[src/rtl/command_scheduler_pkg.sv]
// Shared types for the command scheduler: FSM states, command codes
// and the row-extraction helper used for hit/miss decisions.
package command_scheduler_pkg;

  localparam int ROW_LSB = 12;
  localparam int ROW_W   = 32 - ROW_LSB;

  typedef enum logic [2:0] {
    IDLE,
    ACTIVATE,
    WAIT_RCD,
    ACCESS,
    PRECHARGE,
    WAIT_RP,
    REFRESH,
    WAIT_RFC
  } state_t;

  // Codes shared with the downstream command decoder.
  typedef enum logic [2:0] {
    CMD_NONE      = 3'd0,
    CMD_READ      = 3'd1,
    CMD_WRITE     = 3'd2,
    CMD_ACTIVATE  = 3'd3,
    CMD_PRECHARGE = 3'd4,
    CMD_REFRESH   = 3'd5
  } cmd_t;

  function automatic logic [ROW_W-1:0] row_of(
    input logic [31:0] a
  );
    return a[31:ROW_LSB];
  endfunction

endpackage

[src/rtl/command_scheduler_rr.sv]
// Two-requester round-robin arbiter with its own last-grant pointer.
// Ports: req in, ack/ack_idx update the pointer, gnt_valid/gnt_idx out.
module rr_arbiter2 (
  input  logic       sys_clk,
  input  logic       sys_rst,
  input  logic [1:0] req,
  input  logic       ack,
  input  logic       ack_idx,
  output logic       gnt_valid,
  output logic       gnt_idx
);

  logic last_q;

  // Reset to requester 1 so requester 0 wins the first tie.
  always_ff @(posedge sys_clk) begin
    if (sys_rst) begin
      last_q <= 1'b1;
    end else if (ack) begin
      last_q <= ack_idx;
    end
  end

  always_comb begin
    gnt_valid = |req;
    gnt_idx   = 1'b0;
    unique case (req)
      2'b01:   gnt_idx = 1'b0;
      2'b10:   gnt_idx = 1'b1;
      2'b11:   gnt_idx = ~last_q;
      default: gnt_idx = 1'b0;
    endcase
  end

endmodule

[src/rtl/command_scheduler.sv]
// Memory command scheduler: arbitrates two requesters, tracks one open
// row, enforces tRCD/tRP/tRFC, and inserts periodic refresh.
// Ports: sys_clk/sys_rst; req_valid/req_we/req_addr in, req_ready out;
// mem_read/mem_write/activate/precharge/refresh strobes, addr, busy out.
module command_scheduler #(
  parameter int T_RCD        = 3,
  parameter int T_RP         = 3,
  parameter int T_RFC        = 8,
  parameter int REF_INTERVAL = 1024
) (
  input  logic        sys_clk,
  input  logic        sys_rst,
  input  logic [1:0]  req_valid,
  input  logic [1:0]  req_we,
  input  logic [63:0] req_addr,
  output logic [1:0]  req_ready,
  output logic        mem_read,
  output logic        mem_write,
  output logic        activate,
  output logic        precharge,
  output logic        refresh,
  output logic [31:0] addr,
  output logic        busy
);

  import command_scheduler_pkg::*;

  localparam int CW = $clog2(REF_INTERVAL);
  localparam logic [CW-1:0] REF_LOAD = CW'(REF_INTERVAL - 1);

  // A wait state with load L lasts L+1 cycles, so the strobe that
  // follows lands exactly T cycles after the one that started it.
  localparam logic [7:0] RCD_LOAD = 8'((T_RCD > 1) ? T_RCD - 2 : 0);
  localparam logic [7:0] RP_LOAD  = 8'((T_RP  > 1) ? T_RP  - 2 : 0);
  localparam logic [7:0] RFC_LOAD = 8'((T_RFC > 1) ? T_RFC - 2 : 0);

  state_t            state_q;
  state_t            state_n;
  state_t            rp_exit;
  logic [7:0]        timer_q;
  logic [7:0]        timer_load;
  logic              timer_done;
  logic [CW-1:0]     ref_cnt_q;
  logic              ref_pending_q;
  logic              ref_pending_n;
  logic              row_open_q;
  logic [ROW_W-1:0]  open_row_q;
  logic              lat_we;
  logic              lat_idx;
  logic [31:0]       lat_addr;
  logic              take;
  logic              gnt_valid;
  logic              gnt_idx;
  logic              win_we;
  logic [31:0]       win_addr;
  logic              row_hit;
  logic              cmd_we;
  logic              cmd_idx;
  logic [31:0]       cmd_addr;
  logic [31:0]       addr_n;
  cmd_t              cmd_n;

  rr_arbiter2 u_arb (
    .sys_clk   (sys_clk),
    .sys_rst   (sys_rst),
    .req       (req_valid),
    .ack       (state_q == ACCESS),
    .ack_idx   (lat_idx),
    .gnt_valid (gnt_valid),
    .gnt_idx   (gnt_idx)
  );

  assign win_we   = req_we[gnt_idx];
  assign win_addr = gnt_idx ? req_addr[63:32]
                            : req_addr[31:0];
  assign row_hit  = row_open_q &&
                    (open_row_q == row_of(win_addr));

  assign timer_done = (timer_q == 8'd0);
  assign rp_exit    = ref_pending_q ? REFRESH : ACTIVATE;

  always_comb begin
    state_n = state_q;
    take    = 1'b0;
    unique case (state_q)
      IDLE: begin
        if (ref_pending_q) begin
          state_n = row_open_q ? PRECHARGE : REFRESH;
        end else if (gnt_valid) begin
          take    = 1'b1;
          state_n = row_hit    ? ACCESS    :
                    row_open_q ? PRECHARGE : ACTIVATE;
        end
      end
      ACTIVATE:
        state_n = (T_RCD > 1) ? WAIT_RCD : ACCESS;
      WAIT_RCD:
        if (timer_done) state_n = ACCESS;
      ACCESS:
        state_n = IDLE;
      PRECHARGE:
        state_n = (T_RP > 1) ? WAIT_RP : rp_exit;
      WAIT_RP:
        if (timer_done) state_n = rp_exit;
      REFRESH:
        state_n = (T_RFC > 1) ? WAIT_RFC : IDLE;
      WAIT_RFC:
        if (timer_done) state_n = IDLE;
      default:
        state_n = IDLE;
    endcase
  end

  // The request being served: straight from the winner on the IDLE
  // decision, from the latch afterwards.
  assign cmd_we   = take ? win_we   : lat_we;
  assign cmd_idx  = take ? gnt_idx  : lat_idx;
  assign cmd_addr = take ? win_addr : lat_addr;

  always_comb begin
    timer_load = 8'd0;
    unique case (state_n)
      WAIT_RCD: timer_load = RCD_LOAD;
      WAIT_RP:  timer_load = RP_LOAD;
      WAIT_RFC: timer_load = RFC_LOAD;
      default:  timer_load = 8'd0;
    endcase
  end

  always_comb begin
    cmd_n  = CMD_NONE;
    addr_n = 32'd0;
    unique case (state_n)
      ACTIVATE: begin
        cmd_n  = CMD_ACTIVATE;
        addr_n = cmd_addr;
      end
      ACCESS: begin
        cmd_n  = cmd_we ? CMD_WRITE : CMD_READ;
        addr_n = cmd_addr;
      end
      PRECHARGE: begin
        cmd_n  = CMD_PRECHARGE;
        addr_n = {open_row_q, {ROW_LSB{1'b0}}};
      end
      REFRESH:
        cmd_n = CMD_REFRESH;
      default: begin
        cmd_n  = CMD_NONE;
        addr_n = 32'd0;
      end
    endcase
  end

  // Expiry wins over the clear, so a pending refresh is never lost.
  always_comb begin
    ref_pending_n = ref_pending_q;
    if (ref_cnt_q == '0) begin
      ref_pending_n = 1'b1;
    end else if (state_q == REFRESH) begin
      ref_pending_n = 1'b0;
    end
  end

  always_ff @(posedge sys_clk) begin
    if (sys_rst) begin
      state_q       <= IDLE;
      timer_q       <= 8'd0;
      ref_cnt_q     <= REF_LOAD;
      ref_pending_q <= 1'b0;
      row_open_q    <= 1'b0;
      open_row_q    <= '0;
      lat_we        <= 1'b0;
      lat_idx       <= 1'b0;
      lat_addr      <= 32'd0;
      req_ready     <= 2'b00;
      mem_read      <= 1'b0;
      mem_write     <= 1'b0;
      activate      <= 1'b0;
      precharge     <= 1'b0;
      refresh       <= 1'b0;
      addr          <= 32'd0;
      busy          <= 1'b0;
    end else begin
      state_q <= state_n;

      if (state_n != state_q) begin
        timer_q <= timer_load;
      end else if (!timer_done) begin
        timer_q <= timer_q - 8'd1;
      end

      if (ref_cnt_q == '0) begin
        ref_cnt_q <= REF_LOAD;
      end else begin
        ref_cnt_q <= ref_cnt_q - 1'b1;
      end
      ref_pending_q <= ref_pending_n;

      if (state_n == ACTIVATE) begin
        row_open_q <= 1'b1;
        open_row_q <= row_of(cmd_addr);
      end else if (state_n == PRECHARGE ||
                   state_n == REFRESH) begin
        row_open_q <= 1'b0;
      end

      if (take) begin
        lat_we   <= win_we;
        lat_idx  <= gnt_idx;
        lat_addr <= win_addr;
      end

      req_ready <= (state_n != ACCESS) ? 2'b00 :
                   cmd_idx ? 2'b10 : 2'b01;
      mem_read  <= (cmd_n == CMD_READ);
      mem_write <= (cmd_n == CMD_WRITE);
      activate  <= (cmd_n == CMD_ACTIVATE);
      precharge <= (cmd_n == CMD_PRECHARGE);
      refresh   <= (cmd_n == CMD_REFRESH);
      addr      <= addr_n;
      busy      <= (state_n != IDLE) || ref_pending_n;
    end
  end

endmodule

[config.mk]
export PLATFORM = sky130hd
export DESIGN_NAME = command_scheduler
export DESIGN_NICKNAME = d
export VERILOG_FILES = /design/src/rtl/command_scheduler_pkg.sv /design/src/rtl/command_scheduler_rr.sv /design/src/rtl/command_scheduler.sv
export SDC_FILE = /design/constraint.sdc
export NUM_CORES = 1
export LEC_CHECK = 0
export BUFFER_PORTS_ARGS = -buffer_cell sky130_fd_sc_hd__buf_2
export CORE_UTILIZATION = 40
export CTS_BUF_LIST = sky130_fd_sc_hd__clkbuf_16
export DETAILED_ROUTE_END_ITERATION = 7
export GPL_ROUTABILITY_DRIVEN = 0
export GPL_TIMING_DRIVEN = 0
export MAX_ROUTING_LAYER = met4
export PLACE_DENSITY = 0.72
export SLEW_MARGIN = 20
export SYNTH_ARGS = -nofsm -noshare
export SYNTH_HDL_FRONTEND = slang
export SYNTH_SLANG_ARGS = --single-unit
[constraint.sdc]
create_clock -name sys_clk -period 3.5 [get_ports sys_clk]
set_input_delay 0.525 -clock sys_clk [delete_from_list [all_inputs] [get_ports sys_clk]]
set_output_delay 0.525 -clock sys_clk [all_outputs]
set_load 0.01 [all_outputs]
**Word level (Yosys, flattened, before mapping)**

Cells that the tools add are included.

- Bits in registers: 118
- Input port bits: 70
- Output and inout bits: 40
- Word-level logic and storage cells: 91

- $add $sub $neg: 2
- Order comparisons: 1
- Eq/ne operators: 25
- Multiplexer cells: 31
- Bitwise operators: 1
- Reductions and logical operators: 13

Operators by type and width:

| cell | count |
|---|---|
| two-way mux 32 bit | 2 |
| one-hot mux 32 bit (2 select lines) | 1 |
| == test 3 bit (second input constant) | 10 |
| two-way mux 3 bit | 8 |
| one-hot mux 3 bit (8 select lines) | 1 |
| == test 20 bit | 1 |
| == test 3 x 2 -> 1 bit (second input constant) | 6 |
| two-way mux 8 bit | 2 |
| one-hot mux 3 bit (4 select lines) | 1 |
| two-way mux 1 bit | 11 |
| logical NOT 10 bit | 1 |
| OR reduction 2 bit | 5 |
| subtractor 10 x 1 -> 10 bit (second input constant) | 1 |
| == test 3 x 1 -> 1 bit (second input constant) | 3 |
| logical NOT 8 bit | 1 |
| subtractor 8 x 1 -> 8 bit (second input constant) | 1 |
| two-way mux 2 bit | 3 |
| one-hot mux 3 bit (2 select lines) | 1 |
| == test 2 bit (second input constant) | 2 |
| logical NOT 3 bit | 1 |
| inequality test 3 x 2 -> 1 bit (second input constant) | 1 |
| inequality test 3 bit | 1 |
| nonzero test 3 bit | 1 |
| logical OR 1 bit | 2 |
| 6 further kinds | 6 |

**Depth between registers and ports, before layout**

- Depth in word-level cells: 13
- Mapped depth: 14
- Depth with buffers taken out: 11

**Modules after synthesis**

Synthesis repeated with hierarchy kept, for this count alone.

- Cells, all modules: 510
- Area total of the unflattened synthesis: 4,993.5 um^2

By module, submodules not included:

| module | times used | cells an instance | area each (um^2) | sequential area each (um^2) |
|---|---|---|---|---|
| command_scheduler | 1 | 505 | 4,944.7 | 2,342.2 |
| rr_arbiter2 | 1 | 5 | 48.8 | 20.0 |

**Worst setup path after synthesis**

No wires, ideal clock.

- Path type: input port to flip-flop
- From: in req_valid[1]
- To: reg addr[31]
- Library setup time: 0.117 ns
- Arrival time: 2.708 ns
- Required time: 3.383 ns
- Path slack: 0.675 ns
- Stages on the path: 12
- Path buffers: 3
- Cell sequence: a21boi_4 > buf_6 > mux2i_1 > a2bb2oi_1 > o211ai_1 > nor4_2 > and3_1 > buf_4 > a31oi_4 > and3_4 > buf_6 > a22o_1

- Cells in the longest elaborated chain, start to end: 12
- Elaborated cells on any way between the ends: 20
- Those cells by class: eq/ne: 6; mux: 11; reduce/logical: 3

Ends and longest elaborated chain:

| what | RTL line | source |
|---|---|---|
| start: declaration | command_scheduler.sv:13 | `input logic [1:0] req_valid,` |
| == test 2 bit | command_scheduler_rr.sv:27 | `unique case (req)` |
| one-hot mux 1 bit (2 select lines) | command_scheduler_rr.sv:27 |  |
| two-way mux 32 bit | command_scheduler.sv:74 | `assign win_addr = gnt_idx ? req_addr[63:32]` |
| == test 20 bit | command_scheduler.sv:77 | `(open_row_q == row_of(win_addr));` |
| logical AND 1 bit | command_scheduler.sv:76 | `assign row_hit = row_open_q &&` |
| two-way mux 3 bit | command_scheduler.sv:91 | `state_n = row_hit ? ACCESS :` |
| two-way mux 3 bit | command_scheduler.sv:89 | `end else if (gnt_valid) begin` |
| two-way mux 3 bit | command_scheduler.sv:87 | `if (ref_pending_q) begin` |
| one-hot mux 3 bit (8 select lines) | command_scheduler.sv:85 | `unique case (state_q)` |
| == test 3 x 1 -> 1 bit / == test 3 x 2 -> 1 bit (equally long branches) | command_scheduler.sv:133 | `unique case (state_n)` |
| OR reduction 2 bit (no line) | - |  |
| one-hot mux 32 bit (2 select lines) * | command_scheduler.sv:133 |  |
| end signal: assignment | command_scheduler.sv:221 | `addr <= addr_n;` |
| end: declaration | command_scheduler.sv:22 | `output logic [31:0] addr,` |

Mark *: on every way between the ends. The rest lies on a longest branch, timed or not.
A chain may end at the register's enable or synchronous reset.

**Worst setup path in the final report**

- From: reg u_arb.last_q
- To: reg refresh

- Cells in the longest elaborated chain, start to end: 12
- Elaborated cells on any way between the ends: 19
- Those cells by class: eq/ne: 6; mux: 11; bitwise: 1; reduce/logical: 1

Ends and longest elaborated chain:

| what | RTL line | source |
|---|---|---|
| start: declaration | command_scheduler_rr.sv:13 | `logic last_q;` |
| start signal: assignment | command_scheduler_rr.sv:20 | `last_q <= ack_idx;` |
| NOT 1 bit * | command_scheduler_rr.sv:30 | `2'b11: gnt_idx = ~last_q;` |
| one-hot mux 1 bit (2 select lines) * | command_scheduler_rr.sv:27 |  |
| two-way mux 32 bit | command_scheduler.sv:74 |  |
| == test 20 bit | command_scheduler.sv:77 |  |
| logical AND 1 bit | command_scheduler.sv:76 |  |
| two-way mux 3 bit | command_scheduler.sv:91 |  |
| two-way mux 3 bit | command_scheduler.sv:89 |  |
| two-way mux 3 bit | command_scheduler.sv:87 |  |
| one-hot mux 3 bit (8 select lines) | command_scheduler.sv:85 |  |
| == test 3 bit (tied with other cells) | command_scheduler.sv:133 |  |
| one-hot mux 3 bit (4 select lines) * | command_scheduler.sv:133 |  |
| == test 3 bit * | command_scheduler.sv:220 | `refresh <= (cmd_n == CMD_REFRESH);` |
| end signal: assignment | command_scheduler.sv:220 |  |
| end: declaration | command_scheduler.sv:21 | `output logic refresh,` |

Mark *: on every way between the ends. The rest lies on a longest branch, timed or not. The select of a mux whose other input is x is not followed.

==> impl_metrics.tcl <==
set metrics [dict create \
    synthAdderAreaFrac 0.00499 \
    antenna_left 0 \
    rows 40 \
    synth_ff_type "dfxtp_1" \
    chipWidth_um 114 \
    yosysMostFrequentCell "dfxtp_1" \
    fill_cells 1106 \
    synth_simple_gate_area_frac 0.173 \
    numCtsBuffers 17 \
    dpl.hpwl_mm 9.59 \
    hold_buffers 0 \
    drv_cap 0 \
    drt_iter0_drc 386 \
    yosysTopAreaCell "dfxtp_1" \
    slew_viol_final 0 \
    core_mm2 0.0121 \
    stdcell_area_mm2 0.00645 \
    syn_area_per_cell_um2 9.24 \
    remaining_drc_errors 0 \
    crit_slowest_cell "dfxtp_1" \
    cp_cell_sequence "a21boi_4 -> buf_12 -> buf_6 -> mux2i_1 -> a2bb2oi_1 -> o211ai_1 -> nor4_2 -> and3_1 -> buf_4 -> a31oi_4 -> buf_2 -> buf_2 -> nor4_1" \
    muxShareOfSynthArea 0.0699 \
    synth_commonest_cells "118 x dfxtp_1, 53 x nor2_1, 41 x nand2_1, 35 x mux2i_1, 25 x o21ai_0" \
    crit_buf_inv 5 \
    antenna_found_initial 1 \
    finalSetupViolCount 0 \
    dr.pass1.iters 5 \
    syn-cell-area_mm2 0.00501 \
    period_share 0.931 \
    synth_xor_area_frac 0.0402 \
    clock_latency_ns 0.41 \
    grt_usage 0.217 \
    synth_cell_types 56 \
    synth_seq_cells 118 \
    slew_headroom 0.528 \
    synthTopCellsByArea "dfxtp_1 47%, mux2i_1 7.0%, nor2_1 4.0%, o2bb2ai_1 3.1%, nand2_1 3.1%" \
    seqCellArea_mm2 0.00236 \
    p_leak_uw 0.00273 \
    tritoncts "done" \
    drive_gt1_frac 0.246 \
    initial_core_util 0.414 \
    cts_max_level 4 \
    vdd_ir_drop_max_v 0.000407 \
    grt_pass1_vias 4449 \
    hold_violations 0 \
    vias_per_cell 5.36 \
    synth_edf_count 0 \
    yosys_warnings 0 \
    synth_nets 615 \
    dpl.cell_count 820 \
    fmax_mhz 307 \
    grt_pass1_wl_mm 21.0 \
    worstHoldStart "sys_rst" \
    die_h_um 114 \
    via_count 4591 \
    place_area_mm2 0.00577 \
    max_stage_delay_ns 0.37 \
    start_kind "flop" \
    async_flop_share 0 \
    status "finished, final reports clean" \
    crit_required_ns 3.78 \
    post_drt_wl_per_cell_um 15.6 \
    fin_skew_ns 0.0121 \
    wl_mm 13.3 \
    min_period_ns 3.26 \
    crit_path_start "u_arb.last_q" \
    clock_sinks 118 \
    tightest_slew_ns 0.707 \
    syn_to_final_growth_pct 28.5 \
    multi_input_area_mm2 0.00242 \
    ys_seq_area_frac 0.471 \
    worstPathMaxFanout 10 \
    synth_top_family_by_area "compound AO/OA/AOI/OAI gates" \
    synth_cells 543 \
    synth_top_area_share 0.471 \
    fin_cells 856 \
    clock_path_buffers 2 \
    io_pins 110 \
    crit_type "flop to flop" \
    grt_max_degree 17 \
    clk_pin_slew_ns 0.06 \
    fin_nets 745 \
    cp_top_family "buffers and inverters" \
    dieArea_mm2 0.0130 \
    root_buffer "clkbuf_16" \
    synth_compound_area_frac 0.192 \
    critPathMostFrequentCell "buf_2" \
    hp-class "input pin to flop" \
    power_density_mw_per_mm2 969 \
    crit_arrival_ns 3.54 \
    port_buffers 109 \
    rsz0062_at_grt "false" \
    timing.rr.start "u_arb.last_q" \
    crit_path_end_kind "flop" \
    gr-total-overflow 0 \
]
==> area by class of cell <==
cell class	count	share of cell area
Inverter	18	0.0105
Multi-Input combinational cell	371	0.376
Tap cell	168	0.0326
Clock buffer	17	0.0660
Sequential cell	118	0.366
Clock inverter	15	0.0316
Antenna cell	2	0.000776
Timing Repair Buffer	111	0.0889
Buffer	36	0.0274
==> registers in the layout, indices dropped and copies added (netlist names) <==
signal         count
lat_idx            1
lat_addr          32
row_open_q         1
lat_we             1
u_arb.last_q       1
precharge          1
ref_pending_q      1
state_q            3
timer_q            8
ref_cnt_q         10
busy               1
activate           1
req_ready          2
refresh            1
addr              32
mem_write          1
open_row_q        20
mem_read           1
==> metrics by stage <==
stage	power, uW	TNS (ns)	utilization	worst slack [ns]	hold slack, ns
global placement	4300	-6.22	0.476	-0.272	0.382
floorplan	3660	0	-	0.675	0.372
finish	6240	0	0.532	0.240	0.346
detailed placement	4380	-6.41	0.476	-0.223	0.387
global route	6620	0	0.532	0.0245	0.339
CTS	6230	0	0.528	0.0523	0.328
==> placed cells by master (no fill, tap or decap), types with 12 or more instances in the layout <==
cell type,count
dfxtp_1,118
and2_1,14
nand3_1,12
mux2i_1,33
o2bb2ai_1,18
nor3_1,20
a21oi_1,14
a31o_1,14
a211oi_1,15
xnor2_1,14
buf_2,118
nand2_1,41
clkbuf_1,18
nor2_1,53
o21ai_0,25
inv_1,18
clkbuf_16,17
and3_1,16
==> timing repair <==
action / 4_1_cts / 5_1_grt
buffers inserted: 0 / 2
hold endpoints to repair: 0 / 0
resized for setup: 0 / 3
endpoints found under the setup margin: 0 / 35
==> per-layer routing <==
metal,up-vias,track usage,routed length (um)
met5,-,-,0
met4,0,0.100,277
met3,33,0.0606,909
met2,184,0.356,6570
met1,2168,0.246,5580
li1,2206,-,-
==> logic make-up (layout without fill, tap and decap cells) <==
family,after synthesis,in the layout
AND/OR/NAND/NOR,180,180
AO/OA/AOI/OAI,131,131
flip-flops,118,118
buffers and inverters,54,197
multiplexers,35,35
XOR/XNOR,23,23
adder cells (fa/ha/maj),2,2
other,0,2
==> path summary, 6_finish.rpt <==
path                                     end  slack, ns  depth (start not counted)
worst min register to register  ref_cnt_q[0]       0.40                          1
worst min-delay path              state_q[2]       0.35                          2
worst max register to register       refresh       0.24                         13
worst max-delay path                 refresh       0.24                         13
==> report_power, final <==
part / internal (uW) / leakage, uW / switching [uW]
clock: 1190 / 0.000296 / 635
combinational: 887 / 0.00147 / 1530
sequential: 1780 / 0.000966 / 214
total: 3870 / 0.00273 / 2380
Note: power is estimated with default switching activity, not from simulation.
